### config.mk
export PLATFORM = sky130hd
export DESIGN_NAME = count_sequencer
export DESIGN_NICKNAME = d
export VERILOG_FILES = /design/src/rtl/count_seq_pkg.sv /design/src/rtl/seq_watchdog.sv /design/src/rtl/count_sequencer.sv
export SDC_FILE = /design/constraint.sdc
export NUM_CORES = 1
export LEC_CHECK = 0
export BUFFER_PORTS_ARGS = -buffer_cell sky130_fd_sc_hd__buf_4
export CAP_MARGIN = 0
export CORE_ASPECT_RATIO = 1.25
export CORE_MARGIN = 2
export CORE_UTILIZATION = 45
export CTS_CLUSTER_DIAMETER = 120
export DETAILED_ROUTE_END_ITERATION = 6
export PLACE_DENSITY = 0.67
export SLEW_MARGIN = 20
export SYNTH_ARGS = -nofsm -noshare
export SYNTH_HDL_FRONTEND = slang
export SYNTH_HIERARCHICAL = 1
export SYNTH_SLANG_ARGS = --single-unit
### constraint.sdc
create_clock -name clk -period 2.6 [get_ports clk]
set_input_delay 0.26 -clock clk [delete_from_list [all_inputs] [get_ports clk]]
set_output_delay 0.26 -clock clk [all_outputs]
set_load 0.01 [all_outputs]
### src/rtl/count_seq_pkg.sv
// Shared definitions for the count sequencer slice.
// Holds the FSM state encoding and its width. The encoding stays as plain
// localparam constants so legacy blocks can compare against the same
// numeric values. A small helper classifies the running states.
// ERR (4) is only reachable when COUNT_SEQ_WATCHDOG_EN is defined.
package count_seq_pkg;

  localparam int STATE_W = 3;

  localparam logic [STATE_W-1:0] ST_IDLE   = 3'd0;
  localparam logic [STATE_W-1:0] ST_UP     = 3'd1;
  localparam logic [STATE_W-1:0] ST_DOWN   = 3'd2;
  localparam logic [STATE_W-1:0] ST_PAUSED = 3'd3;
  localparam logic [STATE_W-1:0] ST_ERR    = 3'd4;

  // True while a counter is actively counting (not idle, paused or faulted).
  function automatic logic isRunning(input logic [STATE_W-1:0] state);
    return (state == ST_UP) || (state == ST_DOWN);
  endfunction

endpackage

### src/rtl/seq_watchdog.sv
// Phase watchdog for the count sequencer.
// Counts enable cycles (ticks while a counter is running) since the last
// clear. It saturates at WD_TICKS and raises o_expire for as long as it
// sits there. Clear wins over enable, so a fresh start pulse always
// restarts the count from zero.
// Instantiated only when COUNT_SEQ_WATCHDOG_EN is defined.
module seq_watchdog #(
  parameter int WD_TICKS = 64
) (
  input  logic clk,
  input  logic rst,
  input  logic i_clear,
  input  logic i_enable,
  output logic o_expire
);

  localparam int                CNT_W = $clog2(WD_TICKS + 1);
  localparam logic [CNT_W-1:0] LIMIT = CNT_W'(WD_TICKS);

  logic [CNT_W-1:0] r_count;

  // Tick counter: cleared by each start, frozen at the limit so expiry holds.
  always_ff @(posedge clk or posedge rst) begin
    if (rst) begin
      r_count <= '0;
    end else if (i_clear) begin
      r_count <= '0;
    end else if (i_enable && (r_count != LIMIT)) begin
      r_count <= r_count + CNT_W'(1);
    end
  end

  assign o_expire = (r_count == LIMIT);

endmodule

### src/rtl/count_sequencer.sv
// Central sequencer for the up/down counter pair.
// Takes debounced go and pause pulses. It issues one-cycle start pulses to
// the up and down counters, freezes them while paused, and selects which
// counter drives the LEDs. A run alternates an up phase and a down phase.
// ROUNDS full rounds end the run; ROUNDS = 0 keeps it going until reset.
//
// The internal "pend" bit records a start pulse that a pause swallowed
// (a done and a pause in the same cycle). That start is issued when the
// pause is released.
//
// Optional feature: define COUNT_SEQ_WATCHDOG_EN to add a per-phase tick
// watchdog. If WD_TICKS ticks pass without a done, the FSM enters ERR.
// Without the macro, err is tied low and i_tick is unused.
module count_sequencer
  import count_seq_pkg::*;
#(
  parameter int ROUNDS   = 0,
  parameter int ROUND_W  = 8,
  parameter int WD_TICKS = 64
) (
  input  logic               clk,
  input  logic               rst,
  input  logic               i_tick,
  input  logic               i_go_pulse,
  input  logic               i_pause_pulse,
  input  logic               i_up_done,
  input  logic               i_down_done,
  output logic               o_up_start,
  output logic               o_down_start,
  output logic               o_hold,
  output logic               o_led_sel,
  output logic               o_busy,
  output logic               o_paused,
  output logic [ROUND_W-1:0] o_round_cnt,
  output logic               o_err
);

  localparam logic [ROUND_W-1:0] ROUND_LIMIT    = ROUND_W'(ROUNDS);
  localparam logic               ROUNDS_BOUNDED = (ROUNDS != 0);

  logic [STATE_W-1:0] r_state;
  logic [STATE_W-1:0] w_nextState;
  logic               r_phase;
  logic               w_nextPhase;
  logic               r_pend;
  logic               w_nextPend;
  logic [ROUND_W-1:0] r_round;
  logic [ROUND_W-1:0] w_nextRound;
  logic [ROUND_W-1:0] w_roundInc;
  logic               w_finalRound;
  logic               w_upStart;
  logic               w_downStart;
  logic               w_expire;
  logic               w_holdNext;

  // Finishing a down phase bumps the round count (wrapping). The run ends
  // when a bounded run reaches its round limit.
  assign w_roundInc   = r_round + ROUND_W'(1);
  assign w_finalRound = ROUNDS_BOUNDED && (w_roundInc == ROUND_LIMIT);

`ifdef COUNT_SEQ_WATCHDOG_EN
  logic w_wdClear;
  logic w_wdEnable;

  // Restart the phase timer on every start pulse and keep it cleared while
  // idle. It only advances on ticks while a counter is running, so it is
  // frozen in PAUSED.
  assign w_wdClear  = w_upStart | w_downStart | (r_state == ST_IDLE);
  assign w_wdEnable = i_tick & isRunning(r_state);

  seq_watchdog #(
    .WD_TICKS (WD_TICKS)
  ) u_watchdog (
    .clk      (clk),
    .rst      (rst),
    .i_clear  (w_wdClear),
    .i_enable (w_wdEnable),
    .o_expire (w_expire)
  );
`else
  logic w_unusedTick;
  localparam int unusedWdTicks = WD_TICKS;

  assign w_unusedTick = i_tick;
  assign w_expire     = 1'b0;
`endif

  // Next-state, bookkeeping and start-pulse decode. A done is always
  // processed before a pause in the same cycle. The pause then only
  // defers the start pulse that the done would have issued.
  always_comb begin
    w_nextState = r_state;
    w_nextPhase = r_phase;
    w_nextPend  = r_pend;
    w_nextRound = r_round;
    w_upStart   = 1'b0;
    w_downStart = 1'b0;

    case (r_state)
      ST_IDLE: begin
        if (i_go_pulse) begin
          w_upStart   = 1'b1;
          w_nextRound = '0;
          w_nextPhase = 1'b1;
          w_nextPend  = 1'b0;
          w_nextState = ST_UP;
        end
      end

      ST_UP: begin
        if (w_expire) begin
          w_nextState = ST_ERR;
        end else if (i_up_done) begin
          w_nextPhase = 1'b0;
          if (i_pause_pulse) begin
            w_nextPend  = 1'b1;
            w_nextState = ST_PAUSED;
          end else begin
            w_downStart = 1'b1;
            w_nextState = ST_DOWN;
          end
        end else if (i_pause_pulse) begin
          w_nextState = ST_PAUSED;
        end
      end

      ST_DOWN: begin
        if (w_expire) begin
          w_nextState = ST_ERR;
        end else if (i_down_done) begin
          w_nextRound = w_roundInc;
          w_nextPhase = 1'b1;
          if (w_finalRound) begin
            w_nextPend  = 1'b0;
            w_nextState = ST_IDLE;
          end else if (i_pause_pulse) begin
            w_nextPend  = 1'b1;
            w_nextState = ST_PAUSED;
          end else begin
            w_upStart   = 1'b1;
            w_nextState = ST_UP;
          end
        end else if (i_pause_pulse) begin
          w_nextState = ST_PAUSED;
        end
      end

      ST_PAUSED: begin
        // A counter that ignores hold may still finish its phase. Record
        // the phase change and owe the next start.
        if (r_phase && i_up_done) begin
          w_nextPhase = 1'b0;
          w_nextPend  = 1'b1;
        end else if (!r_phase && i_down_done) begin
          w_nextRound = w_roundInc;
          w_nextPhase = 1'b1;
          if (w_finalRound) begin
            w_nextPend  = 1'b0;
            w_nextState = ST_IDLE;
          end else begin
            w_nextPend  = 1'b1;
          end
        end

        // Releasing the pause resumes the current phase and pays any owed
        // start. A run that just ended drops the pause.
        if (i_pause_pulse && (w_nextState == ST_PAUSED)) begin
          if (w_nextPend) begin
            if (w_nextPhase) begin
              w_upStart = 1'b1;
            end else begin
              w_downStart = 1'b1;
            end
            w_nextPend = 1'b0;
          end
          w_nextState = w_nextPhase ? ST_UP : ST_DOWN;
        end
      end

`ifdef COUNT_SEQ_WATCHDOG_EN
      ST_ERR: begin
        if (i_go_pulse) begin
          w_nextPhase = 1'b1;
          w_nextPend  = 1'b0;
          w_nextState = ST_IDLE;
        end
      end
`endif

      default: begin
        w_nextPhase = 1'b1;
        w_nextPend  = 1'b0;
        w_nextState = ST_IDLE;
      end
    endcase
  end

  // FSM state and internal bookkeeping registers.
  always_ff @(posedge clk or posedge rst) begin
    if (rst) begin
      r_state <= ST_IDLE;
      r_phase <= 1'b1;
      r_pend  <= 1'b0;
      r_round <= '0;
    end else begin
      r_state <= w_nextState;
      r_phase <= w_nextPhase;
      r_pend  <= w_nextPend;
      r_round <= w_nextRound;
    end
  end

`ifdef COUNT_SEQ_WATCHDOG_EN
  assign w_holdNext = (w_nextState == ST_PAUSED) || (w_nextState == ST_ERR);
`else
  assign w_holdNext = (w_nextState == ST_PAUSED);
`endif

  // Registered outputs. Start pulses land one cycle after their cause, and
  // status flags follow the state being entered.
  always_ff @(posedge clk or posedge rst) begin
    if (rst) begin
      o_up_start   <= 1'b0;
      o_down_start <= 1'b0;
      o_hold       <= 1'b0;
      o_busy       <= 1'b0;
      o_paused     <= 1'b0;
    end else begin
      o_up_start   <= w_upStart;
      o_down_start <= w_downStart;
      o_hold       <= w_holdNext;
      o_busy       <= (w_nextState != ST_IDLE);
      o_paused     <= (w_nextState == ST_PAUSED);
    end
  end

`ifdef COUNT_SEQ_WATCHDOG_EN
  // The watchdog fault flag is raised on entry to ERR and cleared on the way out.
  always_ff @(posedge clk or posedge rst) begin
    if (rst) begin
      o_err <= 1'b0;
    end else begin
      o_err <= (w_nextState == ST_ERR);
    end
  end
`else
  assign o_err = 1'b0;
`endif

  assign o_led_sel   = r_phase;
  assign o_round_cnt = r_round;

endmodule

Yosys cells after proc, flatten, opt, wreduce, memory -nomap -nowiden
Cells that the tools add are included.
{ "word_totals": {"reg_bits": 17, "input_bits": 7, "word_cells": 71} }
{ "op_classes": {"addsub": 1, "eq_ne": 10, "mux": 43, "n_reduce_logical": 9} }
{ "op_table": {"columns": ["op", "n"], "rows": [
  ["8-bit two-way mux", 4],
  ["1-bit two-way mux", 25],
  ["8-bit case mux with 3 select lines", 1],
  ["3-bit two-way mux", 6],
  ["3-bit by 2-bit equality test with 1-bit output (second input constant)", 4],
  ["3-bit case mux with 4 select lines", 1],
  ["2-bit inequality test (second input constant)", 5],
  ["8-bit by 1-bit adder with 8-bit output (second input constant)", 1],
  ["1-bit case mux with 4 select lines", 2],
  ["3-bit nonzero test", 2],
  ["5-bit AND reduction", 1],
  ["2-bit two-way mux", 2],
  ["3-bit by 1-bit equality test with 1-bit output (second input constant)", 1],
  ["1-bit logical AND", 3],
  ["3-bit zero test", 1],
  ["1-bit case mux with 3 select lines", 1],
  ["3-bit AND reduction", 1],
  ["1-bit case mux with 2 select lines", 1],
  ["1-bit zero test", 1]
]} }

Depth between registers and ports, before layout
Gate-level depths: netlist of run 1.
{ "logic_depth": {"depth_word": 9, "ltp_mapped": 6, "depth_no_buf": 5} }

Least setup slack after synthesis of run 1
Ideal clock, no wire load.
{ "synth_path": {"kind": "reg2reg", "from": "register r_state[0]", "to": "register r_round[3] (netlist: o_round_cnt[3])", "setup_time_ns": 0.124, "arrival_ns": 1.371, "required_time_ns": 2.476, "setup_slack_ns": 1.105, "path_stages_with_launch": 7, "n_path_buf": 2, "period_less_slack_ns": 1.495, "cell_sequence": "dfrtp_1 > buf_6 > nor3b_4 > a31oi_2 > buf_6 > or2_1 > a211o_1"} }
{ "synth_between": {"elab_chain_cells": 3} }
{ "synth_rtl": {"columns": ["item", "line_no", "source"], "rows": [
  ["start, declared", "count_sequencer.sv:41", "logic [STATE_W-1:0] r_state;"],
  ["start signal, assigned", "count_sequencer.sv:206", "r_state <= w_nextState;"],
  ["3-bit by 2-bit equality test with 1-bit output / 3-bit zero test (equally long branches)", "count_sequencer.sv:99", "case (r_state)"],
  ["2-bit inequality test (no line) / 3-bit nonzero test (equally long branches)", null, null],
  ["5-bit AND reduction (no line)", null, null],
  ["end signal, assigned", "count_sequencer.sv:209", "r_round <= w_nextRound;"],
  ["end, declared", "count_sequencer.sv:47", "logic [ROUND_W-1:0] r_round;"]
]} }
Parallel ways exist; a longest one is shown, timed or not.
A chain may end at the register's enable or synchronous reset.

Worst setup path in the final report of run 1
{ "layout_path": {"from": "register r_state[1]", "to": "register r_round[4] (netlist: o_round_cnt[4])"} }
Same word-level chain as after synthesis.

==> metrics.md, run 1 <==
| Metric | Value |
|---|---|
| Layout cell share with drive strength beyond 1 | `about a fifth` |
| Port Buffers | `19` |
| Clock buffer depth | `2` |
| Routability Congestion | `0.808` |
| Number of distinct library cells after synthesis | `44` |
| Leakage power | `roughly 0.54 nW` |
| Multi-input gate area | `a little under 500 um^2` |
| Overall power | `~820 uW` |
| Initial antenna violation count | `0` |
| Synth Instances | `around 110` |
| Crit Path Class | `flip-flop to flip-flop` |
| Critical Path AT | `about 2000 ps` |
| Largest net degree at the start of global routing | `18` |
| Register bit total from synthesis | `17` |
| Chip width | `approximately 46 um` |
| Global-route wire length before repair | `around 3.3 mm` |
| Worst hold-check path type | `input pin to asynchronous set/reset pin` |
| Clk sink count | `17` |
| H-tree levels | `1` |
| Area contributors post-synth | `dfrtp_1 (40%), nand2_1 (4.2%), a21oi_1 (3.5%)` |
| Final Setup Violations | `0` |
| Actual slew at the worst max-slew pin | `~650 ps` |
| Synth top cells by count | `dfrtp_1 (16), nand2_1 (11), a21oi_1 (7), nor2_1 (7), inv_1 (6)` |
| EDFF count, synth | `0` |
| Cts repair resizes | `0` |
| DP Cell Count | `approximately 140` |
| Placement Rows | `19` |
| FILL cells | `slightly above 200` |
| Post-synthesis cell area | `approximately 990 um^2` |
| Crit share post-route | `between 60% and 70%` |
| Detailed Route WL | `slightly below 2 mm` |
| Register area share after synthesis | `42.9%` |
| Die ar. | `2600 um^2` |
| CTS root buffer | `clkbuf_4` |
| CP bufs+invs | `0` |
| Nets | `approximately 130` |
| Synthesis-to-finish area growth | `14.7%` |
| Clock tree from TritonCTS | `done` |
| Vias in the first global route | `a little under 800` |
| Count leader, synth | `dfrtp_1` |
| Critical Path Max Stage Delay | `between 500 and 600 ps` |
| Crit-path slowest cell | `dfrtp_1` |
| CTS Hold Buffers Added | `0` |
| Io pins | `22` |
| Routed wire per std cell | `around 14 um` |
| Post-synth ARST share | `100%` |
| Total gr overflow | `0` |
| HPWL after DPL | `1.49 mm` |
| Post-synth top area share | `between 40% and 50%` |
| Synth Flop Type | `dfrtp_1` |
| Worst vdd ir | `376 uV` |
| Finished Layout Cells | `between 100 and 150` |
| Setup TNS | `0 ps` |
| Final Hold Fails | `0` |
| 1st-pass router iterations | `4` |
| Worst path top cell family by delay | `simple AND/OR/NAND/NOR gates` |
| Clk slew on worst S/H paths | `90 ps` |
| RSZ-0062 raised after global routing | `false` |
| Setup Fix Bufs, Post-CTS | `0` |
| CP Capture Type | `flip-flop` |
| Worst-case clock skew | `about 3.3 ps` |
| Total CTS buffers | `3` |
| Vias | `860` |
| Max-cap violation count | `0` |
| Core ar. | `between 2000 and 2500 um^2` |
| Diodes inserted | `0` |
| Yosys warnings | `6` |
| Sequential Area | `~430 um^2` |
| Peak Freq | `about 0.56 GHz` |
| Max Slew Vio Count | `0` |
| Worst-path fanout max | `13` |
| Tmin final | `1780 ps` |
| Startpoint Class | `flip-flop` |
| Area after DPL | `between 1000 and 1500 um^2` |
| Die Height | `approximately 57 um` |
| 1st-iter DRT viols | `23` |
| Worst relative slew slack | `a little under three fifths` |
| Starting Density | `a little under half` |
| Avg Inst Size Synth | `about 9.3 um^2` |
| Clk_lat worst skew | `a little under 300 ps` |
| Status | `complete, no violations` |
| Pwr Density | `between 700 and 800 nW/um^2` |
| Global-route usage over all layers | `between 15 and 20%` |
| Finished Cell Area | `1140 um^2` |
| Crit-path cells | `nor3b_4 > a31oi_2 > or4_1 > a21oi_1` |
| Crit path required time | `2820 ps` |
| DRC errors left | `0` |
| Leading area contributor after synthesis | `dfrtp_1` |
| Final ANT Viol Nets | `0` |
| Via density | `slightly below 6` |
-- state kept, by name (all words and copies together), names as in the netlist --
signal and count:
r_pend 1, o_up_start 1, o_paused 1, o_led_sel 1, o_busy 1, r_state 3, o_down_start 1, o_round_cnt 8
-- cells by family after synthesis --
family | Yosys count | synth area share [%]
mux | 3 | 3.15
flops | 17 | 42.9
other cells | 1 | 0.377
fa+ha+maj | 1 | 1.26
compound gates | 29 | 20.2
simple gates | 42 | 23.7
buf+inv | 13 | 7.56
xor+xnor | 1 | 0.882
-- path summary, 6_finish.rpt --
kind / end / cells past startpoint / slack [ps] / start
max: o_round_cnt[4] / 4 / 820 / r_state[1]
min reg2reg: o_led_sel / 2 / 530 / o_led_sel
min in group clk: o_paused / 2 / 240 / i_pause_pulse
max in group asynchronous: o_round_cnt[6] / 2 / 2130 / rst
max reg2reg: o_round_cnt[4] / 4 / 820 / r_state[1]
min: o_round_cnt[0] / 2 / 50 / rst
-- through the flow --
step                hold slack, ps  util [%]  worst slack [ps]
floorplan                      185         -              1110
global placement               390      52.0               864
detailed placement             404      52.0               856
CTS                           81.8      53.3               832
global route                  97.9      53.3               710
finish                        53.9      53.3               818
-- final cells by class --
type / instances / share of cell area, %
multi-input cells: 78 / 43.5
flip-flops and latches: 17 / 37.4
repair buffers: 19 / 12.5
clock buffers: 4 / 2.31
well taps: 21 / 2.31
inverters: 6 / 1.98
-- cells in the final DEF, fill, tap and decap left out, types with 2 or more instances in the layout --
master    synthesis  final
o31ai_1           3      3
nand3b_1          2      2
buf_4             3     19
or3_1             2      2
inv_1             6      6
o21ai_0           5      5
nor2_1            7      7
and3_1            2      2
nor4_1            2      2
nand2_1          11     11
or4_1             2      2
clkbuf_4          0      3
nor3_1            2      2
conb_1            1      2
nand3_1           3      3
a21oi_1           7      7
dfrtp_1          16     16
mux2i_1           2      2
a211o_1           3      3
-- per-layer routing --
layer | GRT usage (%) | wire length (um)
met3 | 2.89 | 51
met4 | 7.35 | 35
met5 | 0 | 0
met2 | 26.0 | 1000
met1 | 23.7 | 876
-- where the power goes --
part	internal [mW]	leakage, nW	switching [mW]
sequential	0.314	0.227	0.0715
clock	0.0597	0.0150	0.0805
combinational	0.142	0.295	0.158
No activity file was read; power rests on OpenSTA's default activity.
==> inputs of run 2 (changes only) <==
==> constraint.sdc (replaced) <==
create_clock -name clk -period 1.77 [get_ports clk]
set_input_delay 0.177 -clock clk [delete_from_list [all_inputs] [get_ports clk]]
set_output_delay 0.177 -clock clk [all_outputs]
set_load 0.01 [all_outputs]
==> run 2 against run 1 <==
  * Power rose by 52%
  * Cell count up 2.8%
  * Clock power is 51% higher
  * Die area stayed put
  * Maximum frequency grew 8.3%
  * Via count rose by 1.5%
  * Sequential power is 41% higher
  * Critical path depth stayed put
  * Register-to-register slack worse by 690 ps
  * Largest cell class unchanged
==> metrics.md, run 2 (synthesized netlist as in run 1, its figures left out) <==
| Metric | Value |
|---|---|
| 1st-pass router iterations | `4 (unchanged)` |
| Core ar. | `2140 um^2 (unchanged)` |
| Final ANT Viol Nets | `0 (unchanged)` |
| Clk_lat worst skew | `300 ps (was 290 ps)` |
| Diodes inserted | `0 (unchanged)` |
| Vias | `873 (was 860)` |
| Total gr overflow | `0 (unchanged)` |
| Final Hold Fails | `0 (unchanged)` |
| Largest net degree at the start of global routing | `18 (unchanged)` |
| Die ar. | `2600 um^2 (unchanged)` |
| Max-cap violation count | `0 (unchanged)` |
| CTS root buffer | `clkbuf_4 (unchanged)` |
| Peak Freq | `0.608 GHz (was 0.561 GHz)` |
| RSZ-0062 raised after global routing | `false (unchanged)` |
| Die Height | `56.5 um (unchanged)` |
| Critical Path Max Stage Delay | `550 ps (was 570 ps)` |
| DRC errors left | `0 (unchanged)` |
| Actual slew at the worst max-slew pin | `649 ps (about the same)` |
| Crit-path slowest cell | `or4_1 (was dfrtp_1)` |
| Crit path required time | `1990 ps (was 2820 ps)` |
| Worst vdd ir | `599 uV (was 376 uV)` |
| Clock tree from TritonCTS | `done (unchanged)` |
| Commonest non-fill, non-tap cell in the layout | `buf_4 (unchanged)` |
| Largest register FFs | `8 (unchanged)` |
| Critical Path AT | `1870 ps (was 2010 ps)` |
| Worst relative slew slack | `56.7% (about the same)` |
| Crit-path cells | `nor3b_4 > a31oi_2 > or4_1 > a21oi_1 (unchanged)` |
| Tmin final | `1650 ps (was 1780 ps)` |
| Clk sink count | `17 (unchanged)` |
| Initial antenna violation count | `0 (unchanged)` |
| Crit Path Class | `flip-flop to flip-flop (unchanged)` |
| Worst hold-check path type | `input pin to flip-flop (was input pin to asynchronous set/reset pin)` |
| Status | `complete, no violations (unchanged)` |
| Routability Congestion | `0.845 (was 0.808)` |
| Io pins | `22 (unchanged)` |
| Total CTS buffers | `3 (unchanged)` |
| Global-route usage over all layers | `18.9% (was 17.2%)` |
| Hold path cells | `2` |
| Via density | `5.86 (was 5.93)` |
| Pwr Density | `1070 nW/um^2 (was 723 nW/um^2)` |
| DP Cell Count | `144 (was 141)` |
| Chip width | `46.0 um (unchanged)` |
| 1st-iter DRT viols | `15 (was 23)` |
| Starting Density | `46.4% (unchanged)` |
| HPWL after DPL | `1.58 mm (was 1.49 mm)` |
| Clk slew on worst S/H paths | `100 ps (was 90 ps)` |
| Routed wire per std cell | `14.1 um (was 13.6 um)` |
| Layout cell share with drive strength beyond 1 | `23.4% (was 21.0%)` |
| Worst-case clock skew | `4.94 ps (was 3.26 ps)` |
| FILL cells | `210 (was 203)` |
| Setup TNS | `0 ps (unchanged)` |
| Worst-path fanout max | `12 (was 13)` |
| Vias in the first global route | `840 (was 773)` |
| Detailed Route WL | `2.11 mm (was 1.97 mm)` |
| Crit share post-route | `93.0% (was 68.5%)` |
| Startpoint Class | `flip-flop (unchanged)` |
| CP Capture Type | `flip-flop (unchanged)` |
| Global-route wire length before repair | `3.62 mm (was 3.30 mm)` |
| Nets | `137 (was 133)` |
| Max Slew Vio Count | `0 (unchanged)` |
| Placement Rows | `19 (unchanged)` |
| Synthesis-to-finish area growth | `18.1% (was 14.7%)` |
| H-tree levels | `1 (unchanged)` |
| Reg2Reg Depth | `4 (unchanged)` |
| Most frequent cells in the layout | `buf_4 (22), dfrtp_1 (15), nand2_1 (11) (was buf_4 (19), dfrtp_1 (16), nand2_1 (11))` |
| Leakage power | `0.555 nW (was 0.537 nW)` |
| Finished Layout Cells | `149 (was 145)` |
| Final Setup Violations | `0 (unchanged)` |
| Clock buffer depth | `2 (unchanged)` |
| Port Buffers | `19 (unchanged)` |
[run 2: cell types whose count changed in the layout (fill, tap and decap cells not counted)]
cell,before,now
buf_4,19,22
dlygate4sd3_1,0,1
dfrtp_2,0,1
dfrtp_1,16,15
[run 2: stage by stage]
stage	total power [mW]	instance area [um^2]	setup slack, ps	hold WS, ps	utilization [%]
2_1_floorplan	0.915	997	275	102	-
3_3_place_gp	1.04	1140	164	303	53.1
3_5_place_dp	1.05	1140	116	315	53.1
4_1_cts	1.26	1170	92.5	137	54.8
5_1_grt	1.34	1170	2.44	133	54.9
6_report	1.25	1170	125	145	54.9
[run 2: final cells by class]
class | count | area, um^2 | area share, %
Multi-Input combinational cell | 78 | 495 | 42.2
Sequential cell | 17 | 428 | 36.5
Timing Repair Buffer | 23 | 175 | 14.9
Clock buffer | 4 | 26.3 | 2.24
Tap cell | 21 | 26.3 | 2.24
Inverter | 6 | 22.5 | 1.92
[run 2: final timing paths]
check                      slack, ps              to           from
max                              120  o_round_cnt[4]     r_state[0]
min                              140        o_paused  i_pause_pulse
max reg2reg                      120  o_round_cnt[4]     r_state[0]
min reg2reg                      520       o_led_sel      o_led_sel
max in group asynchronous        800      r_state[1]            rst
min in group asynchronous        520  o_round_cnt[7]            rst
[run 2: what timing repair did]
item                                    4_1_cts  5_1_grt
buffers inserted                              0        0
resized for setup                             0        1
hold endpoints to repair                     10        0
endpoints found under the setup margin        0        1
hold buffers                                  1        0
[run 2: power by group]
group	switching [mW]	internal, mW
Sequential	0.0799	0.462
Combinational	0.268	0.232
Clock	0.124	0.0879
Total	0.471	0.782
[run 2: routing by layer]
| layer | track usage [%] | vias to the layer above | share of wire, % |
|---|---|---|---|
| met5 | 0 | - | 0 |
| met4 | 9.80 | 0 | 2.4 |
| met3 | 2.89 | 5 | 3.4 |
| met2 | 31.0 | 20 | 52 |
| met1 | 22.8 | 422 | 42 |
| li1 | - | 426 | - |
[run 2: worst max-delay path: cells and delay by family (launching register included)]
| kind | cells | cell delay [ps] |
|---|---|---|
| DFF | 1 | 490 |
| AOI/OAI and AO/OA | 2 | 300 |
| and+or+nand+nor | 2 | 790 |
